**src/rtl/multicycle_controller_pkg.sv**
```systemverilog
// Shared definitions for the multicycle RISC-V controller: FSM states,
// opcode constants, datapath mux / ALU / immediate encodings, and the
// per-state control-word table used by the controller FSM.
package multicycle_controller_pkg;

   typedef enum logic [3:0] {
      FETCH     = 4'd0,
      DECODE    = 4'd1,
      MEM_ADR   = 4'd2,
      MEM_READ  = 4'd3,
      MEM_WB    = 4'd4,
      MEM_WRITE = 4'd5,
      EXE_R     = 4'd6,
      EXE_I     = 4'd7,
      ALU_WB    = 4'd8,
      BRANCH    = 4'd9,
      JAL       = 4'd10,
      JALR      = 4'd11,
      JALR_WB   = 4'd12,
      LUI_WB    = 4'd13
   } state_t;

   // opcodes
   localparam logic [6:0] OP_LOAD   = 7'b0000011;
   localparam logic [6:0] OP_STORE  = 7'b0100011;
   localparam logic [6:0] OP_RTYPE  = 7'b0110011;
   localparam logic [6:0] OP_ITYPE  = 7'b0010011;
   localparam logic [6:0] OP_BRANCH = 7'b1100011;
   localparam logic [6:0] OP_JAL    = 7'b1101111;
   localparam logic [6:0] OP_JALR   = 7'b1100111;
   localparam logic [6:0] OP_LUI    = 7'b0110111;

   // ALUControl
   localparam logic [2:0] ALU_ADD = 3'b000;
   localparam logic [2:0] ALU_SUB = 3'b001;
   localparam logic [2:0] ALU_AND = 3'b010;
   localparam logic [2:0] ALU_OR  = 3'b011;
   localparam logic [2:0] ALU_XOR = 3'b100;
   localparam logic [2:0] ALU_SLT = 3'b101;

   // ImmSrc
   localparam logic [2:0] IMM_I = 3'b000;
   localparam logic [2:0] IMM_S = 3'b001;
   localparam logic [2:0] IMM_B = 3'b010;
   localparam logic [2:0] IMM_J = 3'b011;
   localparam logic [2:0] IMM_U = 3'b100;

   // datapath muxes
   localparam logic [1:0] SRCA_PC    = 2'b00;
   localparam logic [1:0] SRCA_OLDPC = 2'b01;
   localparam logic [1:0] SRCA_REGA  = 2'b10;
   localparam logic [1:0] SRCB_REGB  = 2'b00;
   localparam logic [1:0] SRCB_IMM   = 2'b01;
   localparam logic [1:0] SRCB_FOUR  = 2'b10;
   localparam logic [1:0] RES_ALUOUT = 2'b00;
   localparam logic [1:0] RES_DATA   = 2'b01;
   localparam logic [1:0] RES_ALURES = 2'b10;
   localparam logic [1:0] RES_IMM    = 2'b11;
   localparam logic       ADR_PC     = 1'b0;
   localparam logic       ADR_RESULT = 1'b1;

   // ALUOp handed to the ALU decoder
   localparam logic [1:0] ALUOP_ADD  = 2'b00;
   localparam logic [1:0] ALUOP_SUB  = 2'b01;
   localparam logic [1:0] ALUOP_FUNC = 2'b10;

   typedef struct packed {
      logic       pc_write;
      logic       ir_write;
      logic       reg_write;
      logic       mem_write;
      logic       adr_src;
      logic       branch;     // PCWrite qualified by the live branch condition
      logic [1:0] alu_src_a;
      logic [1:0] alu_src_b;
      logic [1:0] result_src;
      logic [1:0] alu_op;
   } ctrl_t;

   // Moore control word for a state; anything not set stays 0 / add.
   function automatic ctrl_t state_ctrl(input state_t s);
      ctrl_t c;
      c = '0;
      case (s)
         FETCH: begin
            c.adr_src    = ADR_PC;
            c.ir_write   = 1'b1;
            c.alu_src_a  = SRCA_PC;
            c.alu_src_b  = SRCB_FOUR;
            c.result_src = RES_ALURES;
            c.pc_write   = 1'b1;
         end
         DECODE: begin
            c.alu_src_a = SRCA_OLDPC;
            c.alu_src_b = SRCB_IMM;
         end
         MEM_ADR: begin
            c.alu_src_a = SRCA_REGA;
            c.alu_src_b = SRCB_IMM;
         end
         MEM_READ: begin
            c.adr_src    = ADR_RESULT;
            c.result_src = RES_ALUOUT;
         end
         MEM_WB: begin
            c.result_src = RES_DATA;
            c.reg_write  = 1'b1;
         end
         MEM_WRITE: begin
            c.adr_src    = ADR_RESULT;
            c.result_src = RES_ALUOUT;
            c.mem_write  = 1'b1;
         end
         EXE_R: begin
            c.alu_src_a = SRCA_REGA;
            c.alu_src_b = SRCB_REGB;
            c.alu_op    = ALUOP_FUNC;
         end
         EXE_I: begin
            c.alu_src_a = SRCA_REGA;
            c.alu_src_b = SRCB_IMM;
            c.alu_op    = ALUOP_FUNC;
         end
         ALU_WB: begin
            c.result_src = RES_ALUOUT;
            c.reg_write  = 1'b1;
         end
         BRANCH: begin
            c.alu_src_a  = SRCA_REGA;
            c.alu_src_b  = SRCB_REGB;
            c.alu_op     = ALUOP_SUB;
            c.result_src = RES_ALUOUT;
            c.branch     = 1'b1;
         end
         JAL: begin
            c.result_src = RES_ALUOUT;
            c.pc_write   = 1'b1;
            c.alu_src_a  = SRCA_OLDPC;
            c.alu_src_b  = SRCB_FOUR;
         end
         JALR: begin
            c.alu_src_a  = SRCA_REGA;
            c.alu_src_b  = SRCB_IMM;
            c.result_src = RES_ALURES;
            c.pc_write   = 1'b1;
         end
         JALR_WB: begin
            c.alu_src_a  = SRCA_OLDPC;
            c.alu_src_b  = SRCB_FOUR;
            c.result_src = RES_ALURES;
            c.reg_write  = 1'b1;
         end
         LUI_WB: begin
            c.result_src = RES_IMM;
            c.reg_write  = 1'b1;
         end
         default: c = '0;
      endcase
      return c;
   endfunction

   function automatic state_t next_state(input state_t s, input logic [6:0] op);
      state_t n;
      n = FETCH;
      case (s)
         FETCH:  n = DECODE;
         DECODE: begin
            case (op)
               OP_LOAD, OP_STORE: n = MEM_ADR;
               OP_RTYPE:          n = EXE_R;
               OP_ITYPE:          n = EXE_I;
               OP_BRANCH:         n = BRANCH;
               OP_JAL:            n = JAL;
               OP_JALR:           n = JALR;
               OP_LUI:            n = LUI_WB;
               default:           n = FETCH;
            endcase
         end
         MEM_ADR:      n = (op == OP_LOAD) ? MEM_READ : MEM_WRITE;
         MEM_READ:     n = MEM_WB;
         EXE_R, EXE_I: n = ALU_WB;
         JAL:          n = ALU_WB;
         JALR:         n = JALR_WB;
         default:      n = FETCH;
      endcase
      return n;
   endfunction

   function automatic logic [2:0] imm_src(input logic [6:0] op);
      logic [2:0] r;
      case (op)
         OP_LOAD, OP_ITYPE, OP_JALR: r = IMM_I;
         OP_STORE:                   r = IMM_S;
         OP_BRANCH:                  r = IMM_B;
         OP_JAL:                     r = IMM_J;
         OP_LUI:                     r = IMM_U;
         default:                    r = IMM_I;
      endcase
      return r;
   endfunction

endpackage

```
**src/rtl/multicycle_controller_alu_decoder.sv**
```systemverilog
// ALU decoder: turns the FSM's ALUOp plus instruction function bits into
// the 3-bit ALUControl code.
//   i_alu_op   : 00 add, 01 sub, 10 decode from function fields
//   i_func3    : instruction bits [14:12]
//   i_func7_5  : instruction bit 30 (selects sub for R-type)
//   i_op_5     : opcode bit 5 (1 for R-type, 0 for I-type arithmetic)
//   o_alu_ctrl : ALUControl
module alu_decoder
   import multicycle_controller_pkg::*;
(
   input  logic [1:0] i_alu_op,
   input  logic [2:0] i_func3,
   input  logic       i_func7_5,
   input  logic       i_op_5,
   output logic [2:0] o_alu_ctrl
);

   logic [2:0] w_func_ctrl;

   always_comb begin
      w_func_ctrl = ALU_ADD;
      case (i_func3)
         // addi never subtracts, so opcode bit 5 gates func7[5]
         3'b000:  w_func_ctrl = (i_op_5 && i_func7_5) ? ALU_SUB : ALU_ADD;
         3'b111:  w_func_ctrl = ALU_AND;
         3'b110:  w_func_ctrl = ALU_OR;
         3'b100:  w_func_ctrl = ALU_XOR;
         3'b010:  w_func_ctrl = ALU_SLT;
         default: w_func_ctrl = ALU_ADD;
      endcase
   end

   always_comb begin
      o_alu_ctrl = ALU_ADD;
      case (i_alu_op)
         ALUOP_SUB:  o_alu_ctrl = ALU_SUB;
         ALUOP_FUNC: o_alu_ctrl = w_func_ctrl;
         default:    o_alu_ctrl = ALU_ADD;
      endcase
   end

endmodule

```
**src/rtl/multicycle_controller.sv**
```systemverilog
// Multicycle RISC-V control unit (Moore FSM).
//   clk, rst           : rising-edge clock, async active-high reset
//   opcode/func3/func7 : instruction fields, stable from DECODE onward
//   zero, negative     : ALU flags of the current cycle (branch decision)
//   PCWrite..AdrSrc    : write enables and address select
//   ALUSrcA/B, ResultSrc, ALUControl, ImmSrc : datapath selects
// The control word for the coming state is registered on each edge, so
// outputs come straight from flops. Two things stay combinational: the
// branch PCWrite (needs this cycle's flags) and the function decode of
// ALUControl / ImmSrc (fields are held stable by the datapath).
module multicycle_controller
   import multicycle_controller_pkg::*;
(
   input  logic       clk,
   input  logic       rst,
   input  logic [6:0] opcode,
   input  logic [2:0] func3,
   input  logic [6:0] func7,
   input  logic       zero,
   input  logic       negative,
   output logic       PCWrite,
   output logic       IRWrite,
   output logic       RegWrite,
   output logic       MemWrite,
   output logic       AdrSrc,
   output logic [1:0] ALUSrcA,
   output logic [1:0] ALUSrcB,
   output logic [1:0] ResultSrc,
   output logic [2:0] ALUControl,
   output logic [2:0] ImmSrc
);

   state_t r_state;
   ctrl_t  r_ctrl;
   state_t w_next;
   logic   w_taken;
   logic   w_unused;

   assign w_next = next_state(r_state, opcode);

   always_ff @(posedge clk or posedge rst) begin
      if (rst) begin
         r_state <= FETCH;
         r_ctrl  <= state_ctrl(FETCH);
      end else begin
         r_state <= w_next;
         r_ctrl  <= state_ctrl(w_next);
      end
   end

   always_comb begin
      w_taken = 1'b0;
      case (func3)
         3'b000:  w_taken = zero;
         3'b001:  w_taken = ~zero;
         3'b100:  w_taken = negative;
         3'b101:  w_taken = ~negative;
         default: w_taken = 1'b0;
      endcase
   end

   // Flops reset to the full FETCH word so the first fetch after release
   // is ready immediately; enables are masked while rst is held.
   assign PCWrite   = (r_ctrl.pc_write | (r_ctrl.branch & w_taken)) & ~rst;
   assign IRWrite   = r_ctrl.ir_write  & ~rst;
   assign RegWrite  = r_ctrl.reg_write & ~rst;
   assign MemWrite  = r_ctrl.mem_write & ~rst;
   assign AdrSrc    = r_ctrl.adr_src;
   assign ALUSrcA   = r_ctrl.alu_src_a;
   assign ALUSrcB   = r_ctrl.alu_src_b;
   assign ResultSrc = r_ctrl.result_src;
   assign ImmSrc    = imm_src(opcode);

   alu_decoder u_alu_dec (
      .i_alu_op   (r_ctrl.alu_op),
      .i_func3    (func3),
      .i_func7_5  (func7[5]),
      .i_op_5     (opcode[5]),
      .o_alu_ctrl (ALUControl)
   );

   // only func7[5] matters to this controller
   assign w_unused = ^{func7[6], func7[4:0]};

endmodule

```
**config.mk**
```make
export PLATFORM = sky130hd
export DESIGN_NAME = multicycle_controller
export DESIGN_NICKNAME = d
export VERILOG_FILES = /design/src/rtl/multicycle_controller_pkg.sv /design/src/rtl/multicycle_controller_alu_decoder.sv /design/src/rtl/multicycle_controller.sv
export SDC_FILE = /design/constraint.sdc
export NUM_CORES = 1
export LEC_CHECK = 0
export ABC_CLOCK_PERIOD_IN_PS = 4500
export CORE_MARGIN = 3
export CORE_UTILIZATION = 45
export CTS_CLUSTER_DIAMETER = 150
export DETAILED_ROUTE_END_ITERATION = 6
export PLACE_DENSITY = 0.79
export SLEW_MARGIN = 5
export SYNTH_ARGS = -nofsm -noshare
export SYNTH_HDL_FRONTEND = slang
export SYNTH_HIERARCHICAL = 1
export SYNTH_SLANG_ARGS = --single-unit
```
**constraint.sdc**
```tcl
create_clock -name clk -period 4.5 [get_ports clk]
set_clock_uncertainty 0.2 [all_clocks]
set_input_delay 0.9 -clock clk [delete_from_list [all_inputs] [get_ports clk]]
set_output_delay 0.9 -clock clk [all_outputs]
set_load 0.1 [all_outputs]
```
==> results of run 1 <==
[flip-flops by register name, summed over array words and instances (netlist names)]
name / cells
r_state: 4
r_ctrl: 7
ALUSrcB: 2
ResultSrc: 2
AdrSrc: 1
ALUSrcA: 2
[final timing paths]
check	from	to	slack (ns)	depth (start not counted)
max	opcode[5]	ImmSrc[0]	0.89	5
min	r_state[3]$_DFF_PP0_	ALUSrcB[1]$_DFF_PP1_	0.47	1
max reg2reg	r_state[3]$_DFF_PP0_	ALUSrcB[0]$_DFF_PP0_	2.24	5
min reg2reg	r_state[3]$_DFF_PP0_	ALUSrcB[1]$_DFF_PP1_	0.47	1
max in group asynchronous	rst	AdrSrc$_DFF_PP0_	2.80	2
min in group asynchronous	rst	ALUSrcA[0]$_DFF_PP0_	0.90	2
[final cells by class]
type	instances	area share, %
Multi-Input combinational cell	77	40.6
Sequential cell	18	32.0
Timing Repair Buffer	31	20.0
Clock buffer	4	2.55
Tap cell	28	2.46
Inverter	9	2.37
[worst reg2reg max path, stage by stage (launching register included)]
cell and delay [ns]:
dfrtp_1 0.46, or4b_1 0.59, a31oi_2 0.20, a211o_1 0.36, o21ai_2 0.12, a31o_1 0.23
[cell families (layout without fill, tap and decap cells)]
group / Yosys count / count (layout) / synth area share, %
xor+xnor: 4 / 4 / 3.08
mux: 1 / 1 / 0.879
buf+inv: 18 / 44 / 9.23
simple gates: 44 / 44 / 25.6
fa+ha+maj: 2 / 2 / 2.20
compound gates: 26 / 26 / 19.0
flops: 18 / 18 / 40.0
[stage by stage]
step / instances / total power, mW / setup slack [ns] / utilization [%]
6_report: 167 / 0.711 / 0.886 / 62.0
5_1_grt: 167 / 0.744 / 0.765 / 62.0
4_1_cts: 167 / 0.716 / 0.883 / 62.0
3_5_place_dp: 163 / 0.619 / 0.888 / 60.4
3_3_place_gp: 163 / 0.614 / 0.949 / 60.4
2_1_floorplan: 113 / 0.559 / 0.330 / -
[power groups by stage]
stage	combinational (mW)	sequential [mW]	clock, mW
floorplan	0.332	0.227	0
global placement	0.384	0.230	0
detailed placement	0.388	0.232	0
CTS	0.388	0.228	0.0994
global route	0.404	0.233	0.107
finish	0.388	0.229	0.0949
[layout by cell type, fill, tap and decap left out, drive strengths merged, types with 2 or more instances in the layout]
master and n:
a31o 2, and3b 2, nor2b 4, a21oi 9, dfstp 4, dfrtp 14, nor3 3, or3 2
nand2b 4, or4b 2, o22ai 2, clkbuf 4, nand4 2, a31oi 2, buf 10, ha 2
and3 3, xnor2 3, or2b 2, nor2 9, nand2 3, and4b 2, a211o 2, o21ai 3
clkdlybuf4s50 21, inv 9
[metal layers]
layer / track usage, % / wire (um)
met1: 19.9 / 1010
met2: 27.5 / 1250
met3: 4.14 / 152
met4: 1.69 / 51
met5: 0 / 0
==> reports/summary.txt, run 1 <==
outcome: finished, final reports clean
GRT Overall Usage: 15.7%
Total Wirelength: 2.46 mm
Synth area leaders: dfrtp_1 31%, dfstp_2 9.2%, buf_4 5.3%, a21oi_1 3.5%, nor2_1 3.0%
most frequent cell after synthesis: dfrtp_1
Worst setup EP type: output pin
Starting DRT DRC Count: 24
pin count of the biggest net entering global routing: 19
leading area contributor after synthesis: dfrtp_1
Hold Buf Count CTS: 0
setup violators final: 0
Detailed Place HPWL: 1.93 mm
register area: 455 sq um
Sequential Power Share: 32.2%
EDFF count, synth: 0
Max Fclk: 0.277 GHz
Final Instance Area: 0.00142 sq mm
wire length of the first global-routing pass: 3.97 mm
Net Sw Frac: 48.1%
number of routed nets with antenna violations: 0
P&R area growth vs syn: 25.1%
Post-Syn Nets: 136
FP Rows: 17
unrepaired setup endpoints after global routing: false
per-cell routed wire length: 14.7 um
deepest level of the CTS H-tree: 1
Final GP Congestion: 0.799
Longest Clk Path Bufs: 2
top_reg_cell synth: dfrtp_1
hold_ws: 0.466 ns
area of the multi-input gates: 578 sq um
post-CTS resize count: 0
critical setup path kind: in -> out
CP cell instances: clkdlybuf4s50_1, and4b_1, nand4_1, a21oi_1, buf_4
leak pwr: 0.647 nW
drt first pass iters: 4
Via Count: 926
vias in the first global route: 849
I/O Pins: 38
initial core utilization: 49.6%
CP Max Fanout: 9
CTS tree: done
Worst VDD drop: 0.393 mV
Avg Inst Size Synth: 10.1 sq um
internal power: 0.369 mW
share of layout cells above drive strength 1: 25.2%
CTS buffer count: 3
Warnings, synthesis: 6
ys async rst share: 100%
max incr delay on CP: 0.64 ns
crit path DAT: 2.51 ns
clk sinks: 18
# port buffers: 31
DR vias/cell: 5.54
GR Overflow Total: 0
initial antenna violation count: 0
Critical Path RT: 3.40 ns
Setup Buffers After CTS: 0
min cycle time layout: 3.61 ns
relative slew slack: 34.6%
CP max-delay cell: clkdlybuf4s50_1
Fill cells: 192
endpoints failing hold: 0
Post-synth top cells: 14 x dfrtp_1, 9 x nor2_1, 8 x a21oi_1, 8 x buf_4, 6 x inv_1
Root Buffer: clkbuf_4
power share of the combinational group: 54.5%
post-synthesis cell count: 113
Hold WC Path Type: reg -> reg
clock transition at the registers of the reported paths: 0.09 ns
PD cells: 500 mW/mm^2
Yosys reg bits: 18
Psw: 0.342 mW
# Max-Cap Violations: 0
CP startpoint kind: input pin
core area: 0.00230 sq mm
Die Span Y: 56.3 um
measured slew at the worst slew-check pin: 0.979 ns
clock power share: 13.3%
post-synthesis sequential area ratio: 40.0%
Setup Total Neg Slack: 0 ns
chip width: 56.3 um
worst skew pair latency: 0.29 ns
Final Cycle Share: 80.3%
Mapped Area: 0.00114 sq mm
library cells used by synthesis: 49
DIE AREA: 0.00317 sq mm
Antenna Cells: 0
drt drc: 0
delay-heaviest family, CP: buffers and inverters
fin. max-slew vios: 0
dpl cell area: 0.00139 sq mm
share of the synthesized area in the top cell type: 30.8%
Post-layout nets: 163
WP buf/inv: 2
Power figures use the tool's default switching activity.
==> run 2: changes to the inputs <==
--- a/config.mk
+++ b/config.mk
@@ -5,7 +5,7 @@
 export SDC_FILE = /design/constraint.sdc
 export NUM_CORES = 1
 export LEC_CHECK = 0
-export ABC_CLOCK_PERIOD_IN_PS = 4500
+export ABC_CLOCK_PERIOD_IN_PS = 3600
 export CORE_MARGIN = 3
 export CORE_UTILIZATION = 45
 export CTS_CLUSTER_DIAMETER = 150
==> constraint.sdc (replaced) <==
create_clock -name clk -period 3.6 [get_ports clk]
set_clock_uncertainty 0.2 [all_clocks]
set_input_delay 0.72 -clock clk [delete_from_list [all_inputs] [get_ports clk]]
set_output_delay 0.72 -clock clk [all_outputs]
set_load 0.1 [all_outputs]
==> run 2 against run 1 <==
  * Utilization up 2.5 points
  * Die area did not move
  * First-iteration DRC count shrank 25%
  * Total power grew 21%
  * Largest cell class unchanged
==> reports/summary.txt, run 2 (same netlist as run 1, synthesis figures left out) <==
dpl cell area: 0.00146 sq mm (was 0.00139 sq mm)
pin count of the biggest net entering global routing: 19 (unchanged)
share of layout cells above drive strength 1: 30.9% (was 25.2%)
met1 GRT Util: 17.5% (was 19.9%)
hold path startpoint: r_state[3]$_DFF_PP0_ (unchanged)
Worst setup EP type: output pin (unchanged)
Setup Total Neg Slack: 0 ns (unchanged)
Via Count: 940 (was 926)
commonest cells after routing, fill and taps aside: 14 x dfrtp_1, 14 x clkdlybuf4s50_1, 12 x buf_4 (was 21 x clkdlybuf4s50_1, 14 x dfrtp_1, 10 x buf_4)
DIE AREA: 0.00317 sq mm (unchanged)
endpoints failing hold: 0 (unchanged)
number of routed nets with antenna violations: 0 (unchanged)
CP Max Fanout: 8 (was 9)
drt drc: 0 (unchanged)
# Max-Cap Violations: 0 (unchanged)
GR Overflow Total: 0 (unchanged)
Root Buffer: clkbuf_4 (unchanged)
WHS Endpoint: ALUSrcB[1]$_DFF_PP1_ (unchanged)
vias in the first global route: 904 (was 849)
Final Cycle Share: 88.8%
clock transition at the registers of the reported paths: 0.09 ns (about the same)
FP Rows: 17 (unchanged)
Detailed Place HPWL: 1.89 mm (was 1.93 mm)
chip width: 56.3 um (unchanged)
fin. max-slew vios: 0 (unchanged)
reg2reg end: ALUSrcB[0]$_DFF_PP0_ (unchanged)
CTS buffer count: 3 (unchanged)
final core occ: 64.4% (was 62.0%)
CP startpoint kind: input pin (unchanged)
core area: 0.00230 sq mm (unchanged)
critical setup path kind: in -> out (unchanged)
max incr delay on CP: 0.53 ns (was 0.64 ns)
measured slew at the worst slew-check pin: 0.630 ns (was 0.979 ns)
Post-layout nets: 164 (was 163)
GRT Overall Usage: 15.6% (was 15.7%)
hold path cells: 1 (unchanged)
outcome: finished, final reports clean (unchanged)
busiest grt layer: met2 (unchanged)
Final Instance Area: 0.00148 sq mm (was 0.00142 sq mm)
R2R depth: 5 (unchanged)
P&R area growth vs syn: 30.0% (was 25.1%)
initial antenna violation count: 0 (unchanged)
Final GP Congestion: 0.897 (was 0.799)
Setup Buffers After CTS: 0 (unchanged)
GR Layer Usage met3: 4.14% (unchanged)
I/O Pins: 38 (unchanged)
Antenna Cells: 0 (unchanged)
Regs by FF count: r_ctrl x7, r_state x4 (unchanged)
per-cell routed wire length: 14.1 um (was 14.7 um)
post-CTS resize count: 0 (unchanged)
Max Fclk: 0.313 GHz
setup violators final: 0 (unchanged)
drt first pass iters: 4 (unchanged)
PD cells: 581 mW/mm^2 (was 500 mW/mm^2)
Fill cells: 196 (was 192)
Total Wirelength: 2.36 mm (was 2.46 mm)
Longest Clk Path Bufs: 2 (unchanged)
reg2reg start: r_state[3]$_DFF_PP0_ (unchanged)
leak pwr: 0.672 nW (was 0.647 nW)
Worst VDD drop: 0.596 mV (was 0.393 mV)
# port buffers: 31 (unchanged)
Largest Register: r_ctrl (unchanged)
Largest register FFs: 7 (unchanged)
Starting DRT DRC Count: 18 (was 24)
initial core utilization: 49.6% (unchanged)
r2r setup slk: 1.32 ns (was 2.24 ns)
DR vias/cell: 5.63 (was 5.54)
wire length of the first global-routing pass: 3.94 mm (was 3.97 mm)
crit path DAT: 2.28 ns (was 2.51 ns)
Hold WC Path Type: reg -> reg (unchanged)
unrepaired setup endpoints after global routing: false (unchanged)
relative slew slack: 57.9% (was 34.6%)
CTS tree: done (unchanged)
Critical Path RT: 2.68 ns (was 3.40 ns)
deepest level of the CTS H-tree: 1 (unchanged)
Die Span Y: 56.3 um (unchanged)
Hold Buf Count CTS: 0 (unchanged)
min cycle time layout: 3.20 ns
CP max-delay cell: clkdlybuf4s50_1 (unchanged)
clk sinks: 18 (unchanged)
CP cell instances: clkdlybuf4s50_1, and4b_1, nand4_1, a21oi_1, buf_12 (was clkdlybuf4s50_1, and4b_1, nand4_1, a21oi_1, buf_4)
met2 usage: 28.2% (was 27.5%)
worst skew pair latency: 0.28 ns (was 0.29 ns)
[run 2: cell types whose count changed in the layout (fill, tap and decap cells not counted), sizes merged]
cell / before / now
clkbuf: 4 / 3
clkdlybuf4s50: 21 / 14
buf: 10 / 18
[run 2: where the power goes]
group	total (mW)	switching, mW	internal (mW)
clock network	0.0908	0.0520	0.0388
registers	0.286	0.0242	0.262
logic	0.483	0.345	0.139
total	0.860	0.421	0.440
[run 2: worst max-delay path by stage]
| stage | slack, ns | depth (start not counted) | endpoint | startpoint |
|---|---|---|---|---|
| floorplan | 0.06 | 3 | ImmSrc[0] | opcode[4] |
| global placement | 0.42 | 5 | ImmSrc[0] | opcode[4] |
| detailed placement | 0.41 | 5 | ImmSrc[0] | opcode[4] |
| CTS | 0.40 | 5 | ImmSrc[0] | opcode[4] |
| global route | 0.31 | 5 | ImmSrc[0] | opcode[4] |
| finish | 0.40 | 5 | ImmSrc[0] | opcode[4] |
[run 2: metal layers]
metal	wire (um)	part of all wire, %
met1	978	41
met2	1220	52
met4	36	1.5
met5	0	0
met3	129	5.5
[run 2: cell type report]
cell class | count | area, sq um | area share (%)
clock buffers | 3 | 22.5 | 1.52
inverters | 9 | 33.8 | 2.28
multi-input cells | 77 | 583 | 39.4
repair buffers | 32 | 350 | 23.7
flip-flops and latches | 18 | 455 | 30.8
well taps | 28 | 35.0 | 2.37
[run 2: worst max-delay path: cells and delay by family]
family | cells | cell delay, ns
buffers and inverters | 2 | 0.74
AND/OR/NAND/NOR | 2 | 0.51
AO/OA/AOI/OAI | 1 | 0.29
[run 2: metrics by stage]
step | cells | hold slack [ns] | power (mW) | worst slack (ns)
6_report | 167 | 0.467 | 0.860 | 0.403
3_3_place_gp | 164 | 0.433 | 0.771 | 0.420
4_1_cts | 167 | 0.470 | 0.867 | 0.396
5_1_grt | 167 | 0.504 | 0.905 | 0.311
2_1_floorplan | 113 | 0.379 | 0.698 | 0.0569
3_5_place_dp | 164 | 0.437 | 0.775 | 0.411
